===== src/rtl/fetch_sequencer_if.sv =====
// Fetch-path bundle between the PC sequencer (slave) and the decode/instruction unit (master).
interface fetch_sequencer_if;
  logic [1:0]  issue_cnt;
  logic        redirect_valid;
  logic [31:0] redirect_target;
  logic        halt_req;
  logic [31:0] curr_pc0;
  logic [31:0] curr_pc1;
  logic [31:0] curr_pc2;
  logic [2:0]  slot_valid;
  logic [1:0]  fetch_state;

  modport master (
    output issue_cnt, redirect_valid, redirect_target, halt_req,
    input  curr_pc0, curr_pc1, curr_pc2, slot_valid, fetch_state
  );

  modport slave (
    input  issue_cnt, redirect_valid, redirect_target, halt_req,
    output curr_pc0, curr_pc1, curr_pc2, slot_valid, fetch_state
  );
endinterface


===== src/rtl/fetch_sequencer.sv =====
// PC sequencer for the 3-wide fetch path: slot PCs, prefix valid bits, redirect bubbles, halt.
// FETCH_PERF_EN adds stall_cycles / redirect_count performance counters.
//
// state       | meaning
// ST_RUN      | fetching; PC advances by slots consumed
// ST_REDIRECT | post-redirect bubble, slots invalid
// ST_HALT     | stopped until reset
module fetch_sequencer #(
  parameter logic [31:0] RESET_PC         = 32'h0000_0000,
  parameter logic [31:0] PC_LIMIT         = 32'h0000_0400,
  parameter int unsigned REDIRECT_BUBBLES = 1
) (
  input  logic                clk,
  input  logic                rst_n,
  fetch_sequencer_if.slave    fetch
`ifdef FETCH_PERF_EN
  ,
  output logic [31:0]         stall_cycles,
  output logic [31:0]         redirect_count
`endif
);

  typedef enum logic [1:0] {
    ST_RUN      = 2'b00,
    ST_REDIRECT = 2'b01,
    ST_HALT     = 2'b10
  } state_e;

  localparam logic [2:0] BUB_LOAD =
    (REDIRECT_BUBBLES == 0) ? 3'd0 : 3'(REDIRECT_BUBBLES - 1);

  state_e      state_q, state_d;
  logic [31:0] pc_q, pc_d;
  logic [2:0]  bubble_q, bubble_d;

  logic [32:0] sum0, sum1, sum2;
  logic [2:0]  valid_w;
  logic [1:0]  nvalid;
  logic [1:0]  eff;
  logic        run;

  // 33-bit sums expose the carry so wrapped slot addresses are never marked valid
  assign sum0 = {1'b0, pc_q};
  assign sum1 = {1'b0, pc_q} + 33'd4;
  assign sum2 = {1'b0, pc_q} + 33'd8;
  assign run  = (state_q == ST_RUN);

  assign valid_w[0] = run && !sum0[32] && (sum0[31:0] < PC_LIMIT);
  assign valid_w[1] = run && !sum1[32] && (sum1[31:0] < PC_LIMIT);
  assign valid_w[2] = run && !sum2[32] && (sum2[31:0] < PC_LIMIT);

  assign nvalid = {1'b0, valid_w[0]} + {1'b0, valid_w[1]} + {1'b0, valid_w[2]};
  assign eff    = (fetch.issue_cnt < nvalid) ? fetch.issue_cnt : nvalid;

  always_ff @(posedge clk or negedge rst_n) begin
    if (!rst_n) begin
      state_q  <= ST_RUN;
      pc_q     <= RESET_PC;
      bubble_q <= 3'd0;
    end else begin
      state_q  <= state_d;
      pc_q     <= pc_d;
      bubble_q <= bubble_d;
    end
  end

  always_comb begin
    state_d  = state_q;
    pc_d     = pc_q;
    bubble_d = bubble_q;
    if (fetch.halt_req) begin
      state_d = ST_HALT;
    end else begin
      case (state_q)
        ST_HALT: begin
          state_d = ST_HALT;
        end
        default: begin
          if (fetch.redirect_valid) begin
            pc_d = {fetch.redirect_target[31:2], 2'b00};
            if (REDIRECT_BUBBLES == 0) begin
              state_d  = ST_RUN;
              bubble_d = 3'd0;
            end else begin
              state_d  = ST_REDIRECT;
              bubble_d = BUB_LOAD;
            end
          end else if (state_q == ST_REDIRECT) begin
            if (bubble_q == 3'd0) state_d = ST_RUN;
            else                  bubble_d = bubble_q - 3'd1;
          end else begin
            pc_d = pc_q + {28'd0, eff, 2'b00};
          end
        end
      endcase
    end
  end

  assign fetch.curr_pc0    = pc_q;
  assign fetch.curr_pc1    = pc_q + 32'd4;
  assign fetch.curr_pc2    = pc_q + 32'd8;
  assign fetch.slot_valid  = valid_w;
  assign fetch.fetch_state = state_q;

`ifdef FETCH_PERF_EN
  logic        stall_evt, redir_evt;
  logic [31:0] stall_q, redir_q;

  // a stall is a RUN cycle with something fetchable that decode took none of
  assign stall_evt = run && !fetch.halt_req && !fetch.redirect_valid &&
                     (valid_w != 3'b000) && (eff == 2'd0);
  assign redir_evt = (state_q != ST_HALT) && !fetch.halt_req && fetch.redirect_valid;

  always_ff @(posedge clk or negedge rst_n) begin
    if (!rst_n) begin
      stall_q <= 32'd0;
      redir_q <= 32'd0;
    end else begin
      if (stall_evt) stall_q <= stall_q + 32'd1;
      if (redir_evt) redir_q <= redir_q + 32'd1;
    end
  end

  assign stall_cycles   = stall_q;
  assign redirect_count = redir_q;
`endif

endmodule


===== src/flat_wrapper.sv =====
// flat-port wrapper written by rule: the top's interface ports become plain ports
module fetch_sequencer_flat 
#(
  parameter logic [31:0] RESET_PC         = 32'h0000_0000,
  parameter logic [31:0] PC_LIMIT         = 32'h0000_0400,
  parameter int unsigned REDIRECT_BUBBLES = 1
)
  (clk, rst_n, fetch_issue_cnt, fetch_redirect_valid, fetch_redirect_target, fetch_halt_req, fetch_curr_pc0, fetch_curr_pc1, fetch_curr_pc2, fetch_slot_valid, fetch_fetch_state);
  fetch_sequencer_if fetch_i ();
  input  logic clk;
  input  logic rst_n;
  input wire logic [$bits(fetch_i.issue_cnt)-1:0] fetch_issue_cnt;
  input wire logic [$bits(fetch_i.redirect_valid)-1:0] fetch_redirect_valid;
  input wire logic [$bits(fetch_i.redirect_target)-1:0] fetch_redirect_target;
  input wire logic [$bits(fetch_i.halt_req)-1:0] fetch_halt_req;
  output wire logic [$bits(fetch_i.curr_pc0)-1:0] fetch_curr_pc0;
  output wire logic [$bits(fetch_i.curr_pc1)-1:0] fetch_curr_pc1;
  output wire logic [$bits(fetch_i.curr_pc2)-1:0] fetch_curr_pc2;
  output wire logic [$bits(fetch_i.slot_valid)-1:0] fetch_slot_valid;
  output wire logic [$bits(fetch_i.fetch_state)-1:0] fetch_fetch_state;
  assign fetch_i.issue_cnt = fetch_issue_cnt;
  assign fetch_i.redirect_valid = fetch_redirect_valid;
  assign fetch_i.redirect_target = fetch_redirect_target;
  assign fetch_i.halt_req = fetch_halt_req;
  assign fetch_curr_pc0 = fetch_i.curr_pc0;
  assign fetch_curr_pc1 = fetch_i.curr_pc1;
  assign fetch_curr_pc2 = fetch_i.curr_pc2;
  assign fetch_slot_valid = fetch_i.slot_valid;
  assign fetch_fetch_state = fetch_i.fetch_state;
  fetch_sequencer #(.RESET_PC(RESET_PC), .PC_LIMIT(PC_LIMIT), .REDIRECT_BUBBLES(REDIRECT_BUBBLES)) u_core (.clk(clk), .rst_n(rst_n), .fetch(fetch_i));
endmodule

===== config.mk =====
export PLATFORM = sky130hd
export DESIGN_NAME = fetch_sequencer_flat
export DESIGN_NICKNAME = d
export VERILOG_FILES = /design/src/rtl/fetch_sequencer_if.sv /design/src/rtl/fetch_sequencer.sv /design/src/flat_wrapper.sv
export SDC_FILE = /design/constraint.sdc
export NUM_CORES = 1
export LEC_CHECK = 0
export ABC_AREA = 1
export CAP_MARGIN = 20
export CORE_MARGIN = 5
export CORE_UTILIZATION = 45
export DETAILED_ROUTE_END_ITERATION = 10
export DONT_BUFFER_PORTS = 1
export MAX_ROUTING_LAYER = met4
export PLACE_DENSITY = 0.65
export SLEW_MARGIN = 15
export SYNTH_ARGS = -nofsm -noshare
export SYNTH_HDL_FRONTEND = slang
export SYNTH_SLANG_ARGS = --single-unit

===== constraint.sdc =====
create_clock -name clk -period 10.1 [get_ports clk]
set_clock_uncertainty 0.1 [all_clocks]
set_input_delay 2.02 -clock clk [delete_from_list [all_inputs] [get_ports clk]]
set_output_delay 2.02 -clock clk [all_outputs]
set_load 0.1 [all_outputs]

==> summary.md <==
| Metric | Value |
|---|---|
| Outcome | `complete, no violations` |
| Iteration-0 DRC Markers | `310` |
| Post-route antenna net violation count | `0` |
| Ant. Diodes | `0` |
| Clock tree sinks | `35` |
| Mux contribution to synthesized area | `0` |
| Sum Neg Setup Slack | `0 ns` |
| GRT overflow | `0` |
| R2R depth | `32` |
| Count leader, synth | `nand2_1` |
| Largest family of logic cells by synthesized area | `simple AND/OR/NAND/NOR gates` |
| XOR/XNOR Fraction of Synth Area | `0.0794` |
| Hold Buf Count CTS | `0` |
| Flip-flop and latch area | `877 µm²` |
| Total track usage | `0.282` |
| Dpl cells | `806` |
| Area fraction in compound gates after synthesis | `0.113` |
| Element type at the critical path start | `register` |
| Routed WL | `15700 µm` |
| Die height | `107 µm` |
| Row count | `35` |
| Nets | `755` |
| Post-synthesis register bit count | `35` |
| Mapped Cells | `678` |
| Placer Congestion | `0.981` |
| Largest net degree at the start of global routing | `37` |
| Setup violation total in the final timing report | `0` |
| Worst hold path class | `reg -> reg` |
| H-tree depth | `2` |
| Chip Width | `107 µm` |
| Most used DFF post-synth | `dfrtp_1` |
| Critical Path AT | `6.79 ns` |
| Top-area cell type share of the netlist area | `0.209` |
| Slew margin rel. | `0.219` |
| WS Path Type | `reg -> reg` |
| Crit path top cell by count | `inv_1` |
| Post-Synth Adder-Cell Area | `0.0424` |
| Simple-gate area share of the yosys netlist | `0.430` |
| Non-filler cells, final | `816` |
| R2R setup slack | `3.41 ns` |
| Design Area, Final | `4830 µm²` |
| CP max stage delay | `1.11 ns` |
| Core footprint | `9150 µm²` |
| Initial Utilization | `0.458` |
| Cell variety after synth | `40` |
| Worst-path fanout max | `10` |
| Reg2reg start | `u_core.fetch.curr_pc0[2]` |
| First-pass GRT wire length | `24000 µm` |
| Final min period | `6.69 ns` |
| DRC | `0` |
| Bufs on Longest Clock Path | `2` |
| Mapped Avg Cell Area | `6.18 µm²` |
| DR WL/cell | `19.3 µm` |
| Top cells by count, synth | `nand2_1 (174), inv_1 (88), nor2_1 (83)` |
| Area grow syn2layout | `15.3%` |
| Skew-Pair Late Insertion Delay | `0.30 ns` |
| Pre-Repair DR Iteration Count | `5` |
| Io pins | `139` |
| Max Slew Vio Count | `0` |
| Port buffer count | `0` |
| Post-CTS Setup Bufs | `0` |
| Vias per cell | `5.50` |
| Hold Slack | `0.445 ns` |
| Post-synthesis sequential area ratio | `0.209` |
| Crit path max-delay cell type | `dfrtp_2` |
| Hold path depth | `2` |
| Final Hold Vio Count | `0` |
| Min-delay src | `u_core.bubble_q[2]` |
| Share of layout cells above drive strength 1 | `0.179` |
| Post-synth EDFFs | `0` |
| Hold path endpoint | `u_core.bubble_q[2]` |
| Max_cap viols | `0` |
| Tightest Pin Transition | `1.17 ns` |
| Final Cycle Share | `0.662` |
| Synth warn | `0` |
| Clock transition at path regs | `0.09 ns` |
| CTS root buf | `clkbuf_8` |
| Die Footprint | `11300 µm²` |
| Vias in the first global route | `4233` |
| Ys async rst share | `1.00` |
| Cts repair resizes | `0` |
| Area after DPL | `4710 µm²` |
| Mapped cell area | `4190 µm²` |
| R2r endpoint | `u_core.fetch.curr_pc0[16]` |
| Initial antenna violation count | `0` |
| CTS Buf Count | `5` |
| Area occupied by multi-input gates | `2940 µm²` |
| WP data required | `10.20 ns` |
| CTS tree | `done` |
| Synth area leaders | `dfrtp_1 (21%), nand2_1 (16%), inv_1 (7.9%)` |
| CP endpoint kind | `register` |
| Fmax | `149 MHz` |
| RSZ-0062 raised after global routing | `false` |
| Fillers | `960` |
| Yosys top cell by area | `dfrtp_1` |
| DR vias | `4484` |
| DP HPWL | `12500 µm` |
-- placed cells by master (no fill, tap or decap), types with 3 or more instances in the layout --
cell type and count:
xor2_2 14, nand2_2 15, conb_1 6, buf_16 4
o211ai_1 3, nand3_1 49, ha_1 11, dfrtp_1 34
nor2_1 83, nor4_1 5, nand4_1 11, a21oi_1 17
a22oi_1 3, o21ai_1 7, nor2_2 10, inv_1 88
inv_2 6, nand3_2 3, o21ai_0 34, nor2_8 3
clkbuf_8 5, nand2_4 5, xor2_1 21, clkinv_1 4
buf_4 36, nor3_1 4, nand2_1 174, nor2_4 13
o22ai_1 13
-- metal layers --
metal | GRT usage | share of wire
met5 | - | 0
met4 | 0.0740 | 0.020
met3 | 0.0510 | 0.086
met2 | 0.459 | 0.48
met1 | 0.364 | 0.41
-- logic make-up after synthesis --
group	after synthesis
AND/OR/NAND/NOR	378
buffers and inverters	128
AO/OA/AOI/OAI	85
XOR/XNOR	38
flip-flops	35
adder cells (fa/ha/maj)	13
other	1
-- registers in the layout, summed over array words and instances (netlist names) --
register and flops:
u_core.fetch.curr_pc0 30, u_core.bubble_q 3, u_core.fetch.fetch_state 2
-- worst max-delay path by stage --
stage | from | to | slack [ns]
final | u_core.fetch.curr_pc0[2] | u_core.fetch.curr_pc0[16] | 3.41
after global routing | u_core.fetch.curr_pc0[2] | u_core.fetch.curr_pc0[28] | 2.93
after CTS | u_core.fetch.curr_pc0[3] | u_core.fetch.curr_pc0[28] | 3.17
after detailed placement | u_core.fetch.curr_pc0[3] | u_core.fetch.curr_pc0[28] | 3.19
after global placement | u_core.fetch.curr_pc0[3] | u_core.fetch.curr_pc0[16] | 2.69
after floorplan | u_core.fetch.curr_pc0[3] | u_core.fetch.curr_pc0[24] | 3.31
-- stage by stage --
step | util | worst slack [ns]
after floorplan | - | 3.31
after global placement | 0.504 | 2.69
after detailed placement | 0.514 | 3.19
after CTS | 0.524 | 3.17
after global routing | 0.528 | 2.93
final | 0.528 | 3.41
-- critical path: cells and delay by family, from the launching register on --
kind                     cells  cell delay (ns)
flip-flops                   1             1.11
adder cells (fa/ha/maj)      5             1.15
AO/OA/AOI/OAI                3             0.34
AND/OR/NAND/NOR             15             2.91
buffers and inverters        9             0.95
-- final cells by class --
cell class / count / area share
clock buffers: 5 / 0.0142
clock inverters: 3 / 0.00414
inverters: 98 / 0.0761
multi-input cells: 520 / 0.608
flip-flops and latches: 35 / 0.181
well taps: 111 / 0.0287
repair buffers: 44 / 0.0878
Power is left out: the tool's default activity adds up to more than one toggle a clock period on the data nets, which glitch-free logic cannot reach.
